--- config.mk ---
export PLATFORM = sky130hd
export DESIGN_NAME = upower_hazard_ctrl
export DESIGN_NICKNAME = d
export VERILOG_FILES = /design/src/rtl/upower_pkg.sv /design/src/rtl/upower_hazard_decode.sv /design/src/rtl/upower_hazard_ctrl.sv
export SDC_FILE = /design/constraint.sdc
export NUM_CORES = 1
export LEC_CHECK = 0
export BUFFER_PORTS_ARGS = -buffer_cell sky130_fd_sc_hd__buf_2
export CAP_MARGIN = 10
export CORE_UTILIZATION = 49
export DETAILED_ROUTE_END_ITERATION = 12
export HOLD_SLACK_MARGIN = 0.03
export PLACE_DENSITY_LB_ADDON = 0.25
export SLEW_MARGIN = 15
export SYNTH_ARGS = -nofsm -noshare
export SYNTH_HDL_FRONTEND = slang
export SYNTH_SLANG_ARGS = --single-unit
--- constraint.sdc ---
create_clock -name clk -period 2.3 [get_ports clk]
set_clock_uncertainty 0.15 [all_clocks]
set_input_delay 0.115 -clock clk [delete_from_list [all_inputs] [get_ports clk]]
set_output_delay 0.115 -clock clk [all_outputs]
set_load 0.01 [all_outputs]
--- src/rtl/upower_pkg.sv ---
// Shared opcodes, state/forwarding encodings and scoreboard types for the
// uPower pipeline hazard controller.
package upower_pkg;

   localparam logic [5:0] OP_XO  = 6'd31;
   localparam logic [9:0] XO_ADD = 10'd266;
   localparam logic [5:0] OP_LD  = 6'd58;
   localparam logic [5:0] OP_STD = 6'd62;
   localparam logic [5:0] OP_BC  = 6'd19;

   typedef enum logic [1:0] {
      ST_INIT   = 2'b00,
      ST_RUN    = 2'b01,
      ST_FREEZE = 2'b10
   } ctrl_state_e;

   typedef enum logic [1:0] {
      FWD_RF  = 2'b00,
      FWD_WB  = 2'b01,
      FWD_MEM = 2'b10
   } fwd_sel_e;

   typedef struct packed {
      logic       use_a;
      logic [4:0] src_a;
      logic       use_b;
      logic [4:0] src_b;
      logic       has_dest;
      logic [4:0] dest;
      logic       is_load;
      logic       is_bc;
   } dec_t;

   typedef struct packed {
      logic       valid;
      logic       is_load;
      logic       has_dest;
      logic [4:0] dest;
   } sb_entry_t;

   typedef struct packed {
      sb_entry_t  e;
      logic       use_a;
      logic [4:0] src_a;
      logic       use_b;
      logic [4:0] src_b;
   } sb_ex_t;

   // MEM/EX result wins over MEM/WB; a load in MEM has no data yet.
   function automatic fwd_sel_e fwd_pick(input sb_entry_t mem, input sb_entry_t wb,
                                         input logic use_src, input logic [4:0] src);
      if (!use_src) return FWD_RF;
      if (mem.valid && mem.has_dest && !mem.is_load && (mem.dest == src)) return FWD_MEM;
      if (wb.valid && wb.has_dest && (wb.dest == src)) return FWD_WB;
      return FWD_RF;
   endfunction

endpackage

--- src/rtl/upower_hazard_decode.sv ---
// Combinational register-usage decode of the instruction in the IF/ID latch.
module upower_hazard_decode
   import upower_pkg::*;
(
   input  logic [31:0] instr_i,
   input  logic        valid_i,
   output dec_t        dec_o
);

   logic instr_unused;
   assign instr_unused = instr_i[0];

   // Source/destination fields by opcode; unknown opcodes touch no registers.
   always_comb begin
      dec_o = '0;
      if (valid_i) begin
         case (instr_i[31:26])
            OP_XO: begin
               if (instr_i[10:1] == XO_ADD) begin
                  dec_o.use_a    = 1'b1;
                  dec_o.src_a    = instr_i[25:21];
                  dec_o.use_b    = 1'b1;
                  dec_o.src_b    = instr_i[20:16];
                  dec_o.has_dest = 1'b1;
                  dec_o.dest     = instr_i[15:11];
               end
            end
            OP_LD: begin
               dec_o.use_a    = 1'b1;
               dec_o.src_a    = instr_i[25:21];
               dec_o.has_dest = 1'b1;
               dec_o.dest     = instr_i[20:16];
               dec_o.is_load  = 1'b1;
            end
            OP_STD: begin
               dec_o.use_a = 1'b1;
               dec_o.src_a = instr_i[25:21];
               dec_o.use_b = 1'b1;
               dec_o.src_b = instr_i[20:16];
            end
            OP_BC: begin
               dec_o.use_a = 1'b1;
               dec_o.src_a = instr_i[25:21];
               dec_o.use_b = 1'b1;
               dec_o.src_b = instr_i[20:16];
               dec_o.is_bc = 1'b1;
            end
            default: ;
         endcase
      end
   end

endmodule

--- src/rtl/upower_hazard_ctrl.sv ---
// Pipeline hazard controller: private EX/MEM/WB scoreboard, load-use interlock,
// taken-branch flush, memory-wait freeze, post-reset hold and EX forwarding.
module upower_hazard_ctrl
   import upower_pkg::*;
#(
   parameter int unsigned RESET_HOLD = 2,
   parameter int unsigned CNT_W      = 16
) (
   input  logic             clk,
   input  logic             reset,
   input  logic [31:0]      id_instr,
   input  logic             id_valid,
   input  logic             ex_branch_taken,
   input  logic             mem_ready,
   output logic             pc_write,
   output logic             ifid_write,
   output logic             ifid_flush,
   output logic             idex_bubble,
   output logic [1:0]       fwd_a,
   output logic [1:0]       fwd_b,
   output logic [1:0]       ctrl_state,
   output logic [CNT_W-1:0] stall_cycles,
   output logic [CNT_W-1:0] flush_count
);

   dec_t id_dec;

   upower_hazard_decode u_decode (
      .instr_i (id_instr),
      .valid_i (id_valid),
      .dec_o   (id_dec)
   );

   // Branch-ness is resolved by the datapath; only register usage matters here.
   logic dec_unused;
   assign dec_unused = id_dec.is_bc;

   ctrl_state_e      state_q, state_d;
   logic [3:0]       hold_q, hold_d;
   sb_ex_t           ex_q, ex_d;
   sb_entry_t        mem_q, mem_d, wb_q, wb_d;
   logic [CNT_W-1:0] stall_q, stall_d, flush_q, flush_d;
   logic             frozen, load_use, stall_inc, flush_inc;

   // Hazard detection against the load currently in EX.
   always_comb begin
      frozen   = (state_q != ST_INIT) && !mem_ready;
      load_use = ex_q.e.valid && ex_q.e.is_load && ex_q.e.has_dest &&
                 ((id_dec.use_a && (id_dec.src_a == ex_q.e.dest)) ||
                  (id_dec.use_b && (id_dec.src_b == ex_q.e.dest)));
   end

   // Next state and flow-control outputs; FREEZE with mem_ready back behaves as RUN.
   always_comb begin
      state_d     = state_q;
      hold_d      = hold_q;
      pc_write    = 1'b1;
      ifid_write  = 1'b1;
      ifid_flush  = 1'b0;
      idex_bubble = 1'b0;
      stall_inc   = 1'b0;
      flush_inc   = 1'b0;
      case (state_q)
         ST_INIT: begin
            pc_write    = 1'b0;
            ifid_write  = 1'b0;
            idex_bubble = 1'b1;
            if (hold_q != 4'd0) hold_d = hold_q - 4'd1;
            if (hold_q <= 4'd1) state_d = ST_RUN;
         end
         default: begin
            if (!mem_ready) begin
               pc_write   = 1'b0;
               ifid_write = 1'b0;
               stall_inc  = 1'b1;
               state_d    = ST_FREEZE;
            end else begin
               state_d = ST_RUN;
               if (ex_branch_taken) begin
                  ifid_flush  = 1'b1;
                  idex_bubble = 1'b1;
                  flush_inc   = 1'b1;
               end else if (load_use) begin
                  pc_write    = 1'b0;
                  ifid_write  = 1'b0;
                  idex_bubble = 1'b1;
                  stall_inc   = 1'b1;
               end
            end
         end
      endcase
   end

   // Scoreboard shift and saturating counters.
   always_comb begin
      ex_d  = ex_q;
      mem_d = mem_q;
      wb_d  = wb_q;
      if (!frozen) begin
         wb_d  = mem_q;
         mem_d = ex_q.e;
         ex_d  = '0;
         if (!idex_bubble) begin
            ex_d.e.valid    = id_valid;
            ex_d.e.is_load  = id_dec.is_load;
            ex_d.e.has_dest = id_dec.has_dest;
            ex_d.e.dest     = id_dec.dest;
            ex_d.use_a      = id_dec.use_a;
            ex_d.src_a      = id_dec.src_a;
            ex_d.use_b      = id_dec.use_b;
            ex_d.src_b      = id_dec.src_b;
         end
      end
      stall_d = (stall_inc && (stall_q != '1)) ? stall_q + CNT_W'(1) : stall_q;
      flush_d = (flush_inc && (flush_q != '1)) ? flush_q + CNT_W'(1) : flush_q;
   end

   // State registers with synchronous reset.
   always_ff @(posedge clk) begin
      if (reset) begin
         state_q <= ST_INIT;
         hold_q  <= 4'(RESET_HOLD);
         ex_q    <= '0;
         mem_q   <= '0;
         wb_q    <= '0;
         stall_q <= '0;
         flush_q <= '0;
      end else begin
         state_q <= state_d;
         hold_q  <= hold_d;
         ex_q    <= ex_d;
         mem_q   <= mem_d;
         wb_q    <= wb_d;
         stall_q <= stall_d;
         flush_q <= flush_d;
      end
   end

   // Forwarding selects for the instruction in EX.
   always_comb begin
      fwd_a = FWD_RF;
      fwd_b = FWD_RF;
      if (ex_q.e.valid) begin
         fwd_a = fwd_pick(mem_q, wb_q, ex_q.use_a, ex_q.src_a);
         fwd_b = fwd_pick(mem_q, wb_q, ex_q.use_b, ex_q.src_b);
      end
   end

   assign ctrl_state   = state_q;
   assign stall_cycles = stall_q;
   assign flush_count  = flush_q;

endmodule

After elaboration in Yosys (flattened, before gate mapping)
Cells that the tools add are included.
Word-level totals
  register bits: 73
  input bits: 37
Cells by class
  $add $sub $neg: 3
  order comparisons: 1
  equal/unequal tests: 14
  mux-type cells: 57
  reduce and logical (&&, ||, !) cells: 24
Operators with widths (number)
  two-way mux 20 bit: 2
  one-hot mux 6 bit (2 select lines): 3
  two-way mux 1 bit: 34
  two-way mux 2 bit: 17
  adder 16 x 1 -> 16 bit (second input constant): 2
  != test 16 bit (second input constant): 2
  == test 5 bit: 6
  two-way mux 18 bit: 1
  logical AND 1 bit: 15
  == test 6 x 5 -> 1 bit (second input constant): 2
  == test 6 bit (second input constant): 2
  == test 10 x 9 -> 1 bit (second input constant): 1
  less-or-equal comparator 4 x 1 -> 1 bit (second input constant): 1
  nonzero test 4 bit: 1
  subtractor 4 x 1 -> 4 bit (second input constant): 1
  OR reduction 3 bit: 1
  logical NOT 1 bit: 2
  logical NOT 2 bit: 1
  != test 2 bit (second input constant): 1
  AND reduction 2 bit: 1
  nonzero test 2 bit: 1
  OR reduction 2 bit: 1
  logical OR 1 bit: 1

Depth between registers and ports, before layout
Gate-level depths: netlist of the first run.
  depth after elaboration: 13
  gate-level depth with buffers: 9
  gate-level depth less buffers: 7

Modules after synthesis
Synthesis of the first run repeated with hierarchy kept, for this count alone.
Second synthesis, totals
  cell total of the unflattened synthesis: 437
  area total of the unflattened synthesis: 3663.5 um^2
By module, submodules not included
  upower_hazard_ctrl: times used 1, cells an instance 386, area an instance 3347.0 um^2
  upower_hazard_decode: times used 1, cells an instance 51, area an instance 316.6 um^2

Worst setup path after synthesis of the first run
Ideal clock, no wire load.
  path kind: reg2reg
  from: register ex_q[19] (netlist bit)
  to: register stall_q[11], in the netlist stall_cycles[11]
  arrival time: 1940 ps
  setup slack: 89 ps
  stages on the path, launching flop included: 9
  cells stage by stage: dfxtp_1 > nand4_1 > nor4_1 > nand3_1 > a21boi_4 > o21ai_2 > buf_6 > nor4_1 > mux2_2
On the way
  longest elaborated chain between the ends: 8
Ends and longest elaborated chain
  from (decl): line upower_hazard_ctrl.sv:40  | sb_ex_t ex_q, ex_d;
  from (signal assigned): line upower_hazard_ctrl.sv:123  | ex_q <= '0;
  from (signal assigned): line upower_hazard_ctrl.sv:131  | ex_q <= ex_d;
  logical AND 1 bit (3 in a row): line upower_hazard_ctrl.sv:48  | load_use = ex_q.e.valid && ex_q.e.is_load && ex_q.e.has_dest &&
  two-way mux 1 bit: line upower_hazard_ctrl.sv:83  | end else if (load_use) begin
  two-way mux 1 bit: line upower_hazard_ctrl.sv:79  | if (ex_branch_taken) begin
  two-way mux 1 bit: line upower_hazard_ctrl.sv:72  | if (!mem_ready) begin
  two-way mux 1 bit: line upower_hazard_ctrl.sv:63  | case (state_q)
  logical AND 1 bit: line upower_hazard_ctrl.sv:114  | stall_d = (stall_inc && (stall_q != '1)) ? stall_q + CNT_W'(1) : stall_q;
  to (signal assigned): line upower_hazard_ctrl.sv:134  | stall_q <= stall_d;
  to (decl): line upower_hazard_ctrl.sv:42  | logic [CNT_W-1:0] stall_q, stall_d, flush_q, flush_d;
No other way between the ends.
A chain may end at the register's enable or synchronous reset.

Final worst setup path of the first run
  from: register ex_q[16] (netlist bit)
  to: register stall_q[11], in the netlist stall_cycles[11]
On the way
  longest elaborated chain between the ends: 9
Ends and longest elaborated chain
  == test 5 bit (on tied branches): line upower_hazard_ctrl.sv:49, upower_hazard_ctrl.sv:50
  logical AND 1 bit (on tied branches): line upower_hazard_ctrl.sv:49, upower_hazard_ctrl.sv:50
  logical OR 1 bit *: line upower_hazard_ctrl.sv:49  | ((id_dec.use_a && (id_dec.src_a == ex_q.e.dest)) ||
  logical AND 1 bit *: line upower_hazard_ctrl.sv:48
  two-way mux 1 bit *: line upower_hazard_ctrl.sv:83
  two-way mux 1 bit *: line upower_hazard_ctrl.sv:79
  two-way mux 1 bit *: line upower_hazard_ctrl.sv:72
  two-way mux 1 bit *: line upower_hazard_ctrl.sv:63
  logical AND 1 bit *: line upower_hazard_ctrl.sv:114
Every way passes the cells marked *; elsewhere a longest branch is shown, timed or not.

==> flow_summary.ini, run 1 <==
[synthesis]
ys_ff_latch = 73
ys_seq_area_share_pct = 41.49
synthCells = 419
ys_types = 48
ys_top_cells_by_area = dfxtp_1 (41%), xor2_1 (7.7%), nand2_1 (6.6%)
synth_edf_count = 0
synth-main-ff-cell = dfxtp_1
ys_async_sr_fraction_pct = 0
yosys_warnings = 0
syn_area_um2 = 3522
synth_nets = 460
yosysTopAreaCellShare_pct = 41.49
synth.most_common_cell = dfxtp_1
syn_avg_cell_area_um2 = 8.406
synth_common_cells = dfxtp_1 (73), nand2_1 (62), nor2_1 (48)
yosys.area.top_type = dfxtp_1

[worst_setup_path]
reg2reg_slack_ns = -0.19
worstSetupPathType = reg -> reg
end_kind = flop
arrival_ns = 2.59
r2r-start = ex_q[16]
critPathLaunchType = flop
timing.rr.end = stall_cycles[11]
crit_start = ex_q[16]
required_ns = 2.40
critPathMaxFanout = 6
r2r_cells = 9
endpoint = stall_cycles[11]

[sta]
rsz0062_at_grt = true
worstMarginPinSlew_ns = 0.5058
fin_crit_ns = 2.495
hold_viol = 0
fmax_mhz = 400.8
hold_ws_ns = 0.04711
setup_violations = 16
setup_ws_ns = -0.1948
drv_slew = 0
final.period_utilization_pct = 108.5
slew_headroom_pct = 66.18

[layout]
drive_above_1_share_pct = 28.57
nets = 575
area_growth_syn_to_layout_pct = 34.74
antenna_cells = 0
instances_no_fill = 635
multi_input_area_um2 = 2118
fin_util_pct = 69.09
nFillCells = 544
fin_area_um2 = 4746
layout.area.seq_um2 = 1471

[routing]
routedWlPerCell_um = 15.24
vias_per_cell = 5.526
firstDrtPassIters = 5
routed_wl_um = 9679
drc = 0
vias = 3509
drt_iter0_markers = 217
detail-route-antenna-nets = 0

[placed_design]
dpl_cell_area_um2 = 4098
hpwl_um = 6253
dpl.cell_count = 595
io_buffers = 77
gp_congestion = 0.8829

[clocking]
cts_buffers = 9
root_buffer = clkbuf_8
cts_tree = yes
clk_latency_ns = 0.36
htreeDepth = 3
clock-sinks = 73
clock_path_buffers = 2
path_clk_slew_ns = 0.07

[die]
placementRows = 30
num_io_pins = 79
core_area_um2 = 6869
die_y_um = 86.78
die_x_um = 86.78
die-area_um2 = 7531
start_util_pct = 51.28

[status]
violations = setup timing
outcome = finished, violations left

[power_and_ir_drop]
ir_drop_mv = 0.4346
power_w = 0.003196
cellLeakagePower_nw = 2.002
power_per_cell_area_nw_per_um2 = 673.5

[global_routing]
grt_pass1_wl_um = 15280
grt_pass1_vias = 3274
antenna_found_initial = 0
grtUsageTotal_pct = 26.47
grt_start_max_net_pins = 43
overflow = 0

[flow_run]
drv_cap = 0

[worst_hold_path]
hold_path.class = in -> reg
hp-start = id_instr[20]
==> power breakdown <==
group | total [W] | switching, W | internal (W)
clock network | 0.00119 | 0.000511 | 0.000678
registers | 0.00136 | 0.0000419 | 0.00132
logic | 0.000648 | 0.000383 | 0.000265
==> metrics by stage <==
stage | setup TNS [ns] | worst slack [ns]
2_1_floorplan | 0 | 0.08939
3_3_place_gp | 0 | 0.01636
3_5_place_dp | -0.4610 | -0.1238
4_1_cts | -0.4989 | -0.07692
5_1_grt | -3.781 | -0.2857
6_report | -1.999 | -0.1948
==> layer usage <==
| layer | track usage, % | vias to the layer above | wire length [um] |
|---|---|---|---|
| met5 | 0 | - | 0 |
| met4 | 14.55 | 0 | 239 |
| met3 | 4.857 | 18 | 528 |
| met2 | 42.81 | 129 | 4697 |
| met1 | 33.33 | 1652 | 4215 |
| li1 | - | 1710 | - |
==> cells by family after synthesis <==
family                   synth area share [%]
AO/OA/AOI/OAI                           14.46
XOR/XNOR                                11.94
adder cells (fa/ha/maj)                 1.421
buffers and inverters                   2.913
flip-flops                              41.49
multiplexers                            1.527
AND/OR/NAND/NOR                         26.25
==> critical path, stage by stage (launching register included) <==
cell	delay [ns]
dfxtp_4	0.36
xor2_1	0.18
nor4_2	0.36
nand3_2	0.18
a21boi_4	0.23
buf_6	0.13
o21ai_4	0.08
buf_6	0.16
nor4_4	0.24
mux2_4	0.32
==> layout make-up <==
| cell class | count | area share [%] |
|---|---|---|
| inverters | 8 | 0.6327 |
| clock buffers | 11 | 3.190 |
| repair buffers | 120 | 16.21 |
| multi-input cells | 322 | 44.63 |
| well taps | 96 | 2.531 |
| flip-flops and latches | 73 | 31.00 |
| clock inverters | 5 | 1.793 |
==> how the worst min path moves through the flow <==
stage,end,cells after the start
floorplan,ex_q[12],2
global placement,ex_q[15],3
detailed placement,ex_q[14],3
CTS,flush_count[12],5
global route,ex_q[16],3
finish,ex_q[16],3
==> placed cells by master (no fill, tap or decap), types with 3 or more instances in the layout <==
cell type	netlist	final
nand3_1	10	9
nand2_1	62	62
xnor2_1	17	17
a22o_1	5	5
and3_1	7	7
a22oi_1	11	10
and4_1	3	3
inv_1	8	8
a21oi_1	33	30
buf_4	1	24
or3_1	5	4
a21oi_2	0	3
nor4_1	7	3
nor3_1	6	5
nor2_2	0	3
buf_2	1	76
or4_1	8	6
nor2b_1	5	5
clkbuf_8	0	11
dfxtp_1	73	67
xor2_1	31	31
ha_1	4	4
dlygate4sd3_1	0	14
buf_6	1	5
o21ai_0	9	8
nor2_1	48	45
nand4_1	15	15
dfxtp_2	0	5
o31ai_1	6	4
==> what timing repair did <==
item	4_1_cts	5_1_grt
setup buffers	3	7
pin swaps	8	15
hold buffers	15	0
endpoints found under the hold margin	15	0
gates resized for setup	14	33
setup endpoints to repair	13	20
==> state kept, by name, summed over array words and instances (netlist names) <==
| name | count |
|---|---|
| wb_q | 7 |
| hold_q | 4 |
| stall_cycles | 16 |
| flush_count | 16 |
| mem_q | 8 |
| ex_q | 20 |
| ctrl_state | 2 |
Power figures use the tool's default switching activity.
==> run 2, diff against run 1 <==
Settings changed: CELL_PAD_IN_SITES_DETAIL_PLACEMENT set to 0, CELL_PAD_IN_SITES_GLOBAL_PLACEMENT set to 1, CORE_UTILIZATION 49 to 43.
Clock period 2.3 ns to 2.9 ns, I/O delays scaled along.
==> run 2 against run 1 <==
The flow now finishes without violations. Sequential power down 21%. Flip-flop and latch count unchanged. Cell count down 1.4%. Critical path depth unchanged. Global-route usage down 5.9 points. Largest cell class unchanged. Worst hold slack better by 0.022 ns. Cell area down 5.9%. Critical endpoint unchanged.
==> flow_summary.ini, run 2 (synthesis results as in run 1) <==
[placed_design]
gp_congestion = 0.7939
hpwl_um = 6099
io_buffers = 77

[worst_setup_path]
r2r-start = ex_q[12]
cpMaxStageDelayCell = dlygate4sd3_1
critPathMaxFanout = 19
required_ns = 2.98
crit_top_cell = o21ai_2
reg2reg_slack_ns = 0.28
critPathMaxStageDelay_ns = 0.54
end_kind = flop
critPathLaunchType = input port
timing.rr.end = stall_cycles[11]
crit_chain = dlygate4sd3_1 > buf_2 > xor2_1 > nor2_1 > nand4_1 > o21ai_2 > o21ai_2 > nor4_1 > mux2_2
worstSetupPathType = in -> reg
arrival_ns = 2.78
r2r_cells = 7

[sta]
setup_violations = 0
drv_slew = 0
hold_viol = 0
slew_headroom_pct = 52.26
rsz0062_at_grt = false
worstMarginPinSlew_ns = 0.7160
fin_crit_ns = 2.692
fmax_mhz = 371.4
final.period_utilization_pct = 92.84
fin_tns_setup_ns = 0

[power_and_ir_drop]
power_w = 0.002444
cellLeakagePower_nw = 1.879
power_per_cell_area_nw_per_um2 = 547.2
ir_drop_mv = 0.2949

[global_routing]
overflow = 0
grt_start_max_net_pins = 44
grt_pass1_vias = 2975
grt_pass1_wl_um = 14080
antenna_found_initial = 0
grtUsageTotal_pct = 20.55

[flow_run]
drv_cap = 0

[routing]
vias = 3272
vias_per_cell = 5.227
firstDrtPassIters = 4
drt_iter0_markers = 97
routedWlPerCell_um = 13.61
drc = 0
detail-route-antenna-nets = 0
routed_wl_um = 8522

[die]
die_y_um = 92.51
die_x_um = 92.51
placementRows = 32
num_io_pins = 79
start_util_pct = 45.11
die-area_um2 = 8557
core_area_um2 = 7807

[clocking]
cts_buffers = 9
clock_path_buffers = 2
htreeDepth = 3
path_clk_slew_ns = 0.08
clk_latency_ns = 0.34
clock-sinks = 73
cts_tree = yes
root_buffer = clkbuf_8

[layout]
largest_reg_flops = 20
nets = 560
regMostFlops = ex_q
final_common_cell = buf_2
drive_above_1_share_pct = 20.80
nFillCells = 739
final_cell_mix = buf_2 (77), dfxtp_1 (73), nand2_1 (62)
antenna_cells = 0
area_growth_syn_to_layout_pct = 26.82

[worst_hold_path]
hold_end = ctrl_state[0]
hp-start = mem_ready
holdPathStages = 3
hold_path.class = in -> reg

[status]
outcome = finished, final reports clean
## run 2: cell types whose count changed in the layout (fill, tap and decap cells not counted), sizes merged
cell          before  now
dlygate4sd3       14   20
buf              105   85
dlymetal6s4s       1    0
## run 2: area by class of cell
| cell class | count | area, um2 | area share [%] |
|---|---|---|---|
| Clock buffer | 11 | 151.4 | 3.389 |
| Clock inverter | 5 | 85.08 | 1.905 |
| Inverter | 8 | 30.03 | 0.6723 |
| Multi-Input combinational cell | 322 | 1966 | 44.01 |
| Sequential cell | 73 | 1461 | 32.72 |
| Tap cell | 102 | 127.6 | 2.857 |
| Timing Repair Buffer | 105 | 645.6 | 14.45 |
## run 2: critical path: cells and delay by family
family | cells | cell delay (ns)
AO/OA/AOI/OAI | 2 | 0.61
XOR/XNOR | 1 | 0.13
buffers and inverters | 2 | 0.67
multiplexers | 1 | 0.37
AND/OR/NAND/NOR | 3 | 0.86
## run 2: worst max-delay path by stage
stage / startpoint / endpoint / slack, ns
floorplan: ex_q[19] / stall_cycles[11] / 0.69
global placement: ex_q[18] / stall_cycles[11] / 0.41
detailed placement: ex_q[18] / stall_cycles[11] / 0.34
CTS: id_instr[25] / pc_write / 0.18
global route: id_instr[21] / stall_cycles[11] / 0.01
finish: id_instr[21] / stall_cycles[11] / 0.21
## run 2: timing repair
item | 4_1_cts | 5_1_grt
setup buffers | 0 | 0
gates resized for setup | 0 | 1
hold endpoints to repair | 15 | 0
setup endpoints to repair | 0 | 2
hold buffers | 20 | 0
## run 2: routing by layer
metal	GRT usage, %	up-vias	share of wire, %
met4	7.552	0	1.2
met2	30.25	76	44
li1	-	1687	-
met3	3.038	8	3.8
met1	30.16	1501	51
met5	0	-	0
## run 2: through the flow
step	hold WS, ns	std cells	util, %	setup WS (ns)	area, um2
after global routing	0.1119	626	57.21	0.01192	4467
after floorplan	0.1013	419	-	0.6894	3522
final	0.06906	626	57.21	0.2077	4467
after CTS	0.05309	626	57.12	0.1820	4459
after global placement	0.1858	590	51.52	0.4069	4023
after detailed placement	0.1865	590	51.52	0.3423	4023
## run 2: report_power, final
group | internal [W] | switching, W
Clock | 0.000538 | 0.000397
Combinational | 0.000165 | 0.000261
Sequential | 0.00105 | 0.0000375
==> run 3, diff against run 2 <==
Settings changed: GPL_TIMING_DRIVEN set to 0.
==> run 3 against run 2 <==
Worst setup slack lost 0.060 ns. Register-to-register slack about the same. Worst hold slack worse by 0.011 ns. Cell area rose by 0.95%. Core utilization grew 0.54 points. Global-route usage grew 2.0 points. Sequential share of layout area shrank 0.28 points. Critical endpoint is now pc_write. Highest routed layer unchanged.
==> flow_summary.ini, run 3 (synthesis results as in run 1) <==
[status]
outcome = finished, final reports clean

[die]
core_area_um2 = 7807
die_y_um = 92.51
num_io_pins = 79
start_util_pct = 45.11
die-area_um2 = 8557
placementRows = 32
die_x_um = 92.51

[clocking]
clk_latency_ns = 0.36
cts_buffers = 9
clock-sinks = 73
root_buffer = clkbuf_8
cts_tree = yes
htreeDepth = 3
clock_path_buffers = 2
path_clk_slew_ns = 0.08

[layout]
final_common_cell = buf_2
nets = 569
nFillCells = 730
drive_above_1_share_pct = 19.89
antenna_cells = 0
final_cell_mix = buf_2 (78), dfxtp_1 (72), nand2_1 (62)
largest_reg_flops = 20
instances_no_fill = 635
area_growth_syn_to_layout_pct = 28.03
regMostFlops = ex_q

[sta]
rsz0062_at_grt = false
fin_tns_setup_ns = 0
fin_crit_ns = 2.752
setup_violations = 0
slew_headroom_pct = 59.78
hold_viol = 0
worstMarginPinSlew_ns = 0.5955
fmax_mhz = 363.4
final.period_utilization_pct = 94.90
drv_slew = 0

[routing]
firstDrtPassIters = 4
vias_per_cell = 5.312
drc = 0
routed_wl_um = 9307
routedWlPerCell_um = 14.66
detail-route-antenna-nets = 0
drt_iter0_markers = 141
vias = 3373

[placed_design]
dpl.cell_count = 598
io_buffers = 77
gp_congestion = 0.8346
hpwl_um = 6742

[worst_setup_path]
worstSetupPathType = reg -> out
crit_top_cell = nor2_1
critPathMaxFanout = 6
path_buf_inv = 2
required_ns = 2.61
critPathMaxStageDelay_ns = 0.40
cpMaxStageDelayCell = dfxtp_2
critPathTopFamily = simple AND/OR/NAND/NOR gates
critPathLaunchType = flop
arrival_ns = 2.46
end_kind = output port
crit_chain = nand4_1 > nor4_2 > nand3_1 > a21boi_4 > a41oi_1 > nor2_1 > nor2_1 > buf_4 > buf_2
reg2reg_slack_ns = 0.28

[global_routing]
overflow = 0
grt_pass1_vias = 3099
grtUsageTotal_pct = 22.56
antenna_found_initial = 0
grt_start_max_net_pins = 13
grt_pass1_wl_um = 15190

[worst_hold_path]
hold_path.class = in -> reg

[power_and_ir_drop]
cellLeakagePower_nw = 1.886
power_per_cell_area_nw_per_um2 = 563.1
ir_drop_mv = 0.3098

[flow_run]
drv_cap = 0
## run 3: worst paths after layout
check	from	to	depth (start not counted)
setup reg to reg	ctrl_state[0]	ex_q[16]	8
hold / removal	reset	stall_cycles[11]	3
hold reg to reg	wb_q[5]	wb_q[5]	2
setup / recovery	ex_q[19]	pc_write	9
## run 3: timing repair
action,CTS,global route
endpoints found under the hold margin,15,0
hold buffers,20,0
resized for setup,0,3
endpoints found under the setup margin,0,10
setup buffers,0,1
## run 3: area by class of cell
| class | instances | area [um2] | share of cell area (%) |
|---|---|---|---|
| tap | 102 | 127.6 | 2.830 |
| clock inverter | 4 | 98.84 | 2.192 |
| clock buffer | 12 | 155.1 | 3.441 |
| timing repair buffer | 98 | 593.1 | 13.15 |
| buffer | 16 | 72.57 | 1.609 |
| inverter | 8 | 30.03 | 0.6659 |
| multi-input combinational | 322 | 1969 | 43.67 |
| sequential | 73 | 1463 | 32.44 |
## run 3: power by group
group	switching (W)	leakage [nW]	internal (W)
sequential	0.0000388	0.589	0.00105
clock	0.000388	0.127	0.000621
combinational	0.000277	1.17	0.000169
## run 3: routing by layer
metal	GRT usage [%]	up-vias	part of all wire, %
li1	-	1700	-
met1	31.39	1564	48
met2	35.37	95	44
met3	4.187	14	5.3
met4	6.641	0	1.8
met5	0	-	0
## run 3: metrics by stage
step	worst slack, ns	utilization, %	cell area, um2	hold WS [ns]	total power, W
floorplan	0.6894	-	3522	0.1013	0.001389
global placement	0.2055	51.68	4035	0.1869	0.001526
detailed placement	0.1900	51.68	4035	0.1892	0.001535
CTS	0.02003	57.50	4489	0.05509	0.002549
global route	0.02215	57.76	4509	0.07368	0.002646
finish	0.1479	57.76	4509	0.05802	0.002539
## run 3: tightest hold or removal path: stages
cell and delay, ns:
buf_2 0.14, nor2b_1 0.11, mux2_2 0.14
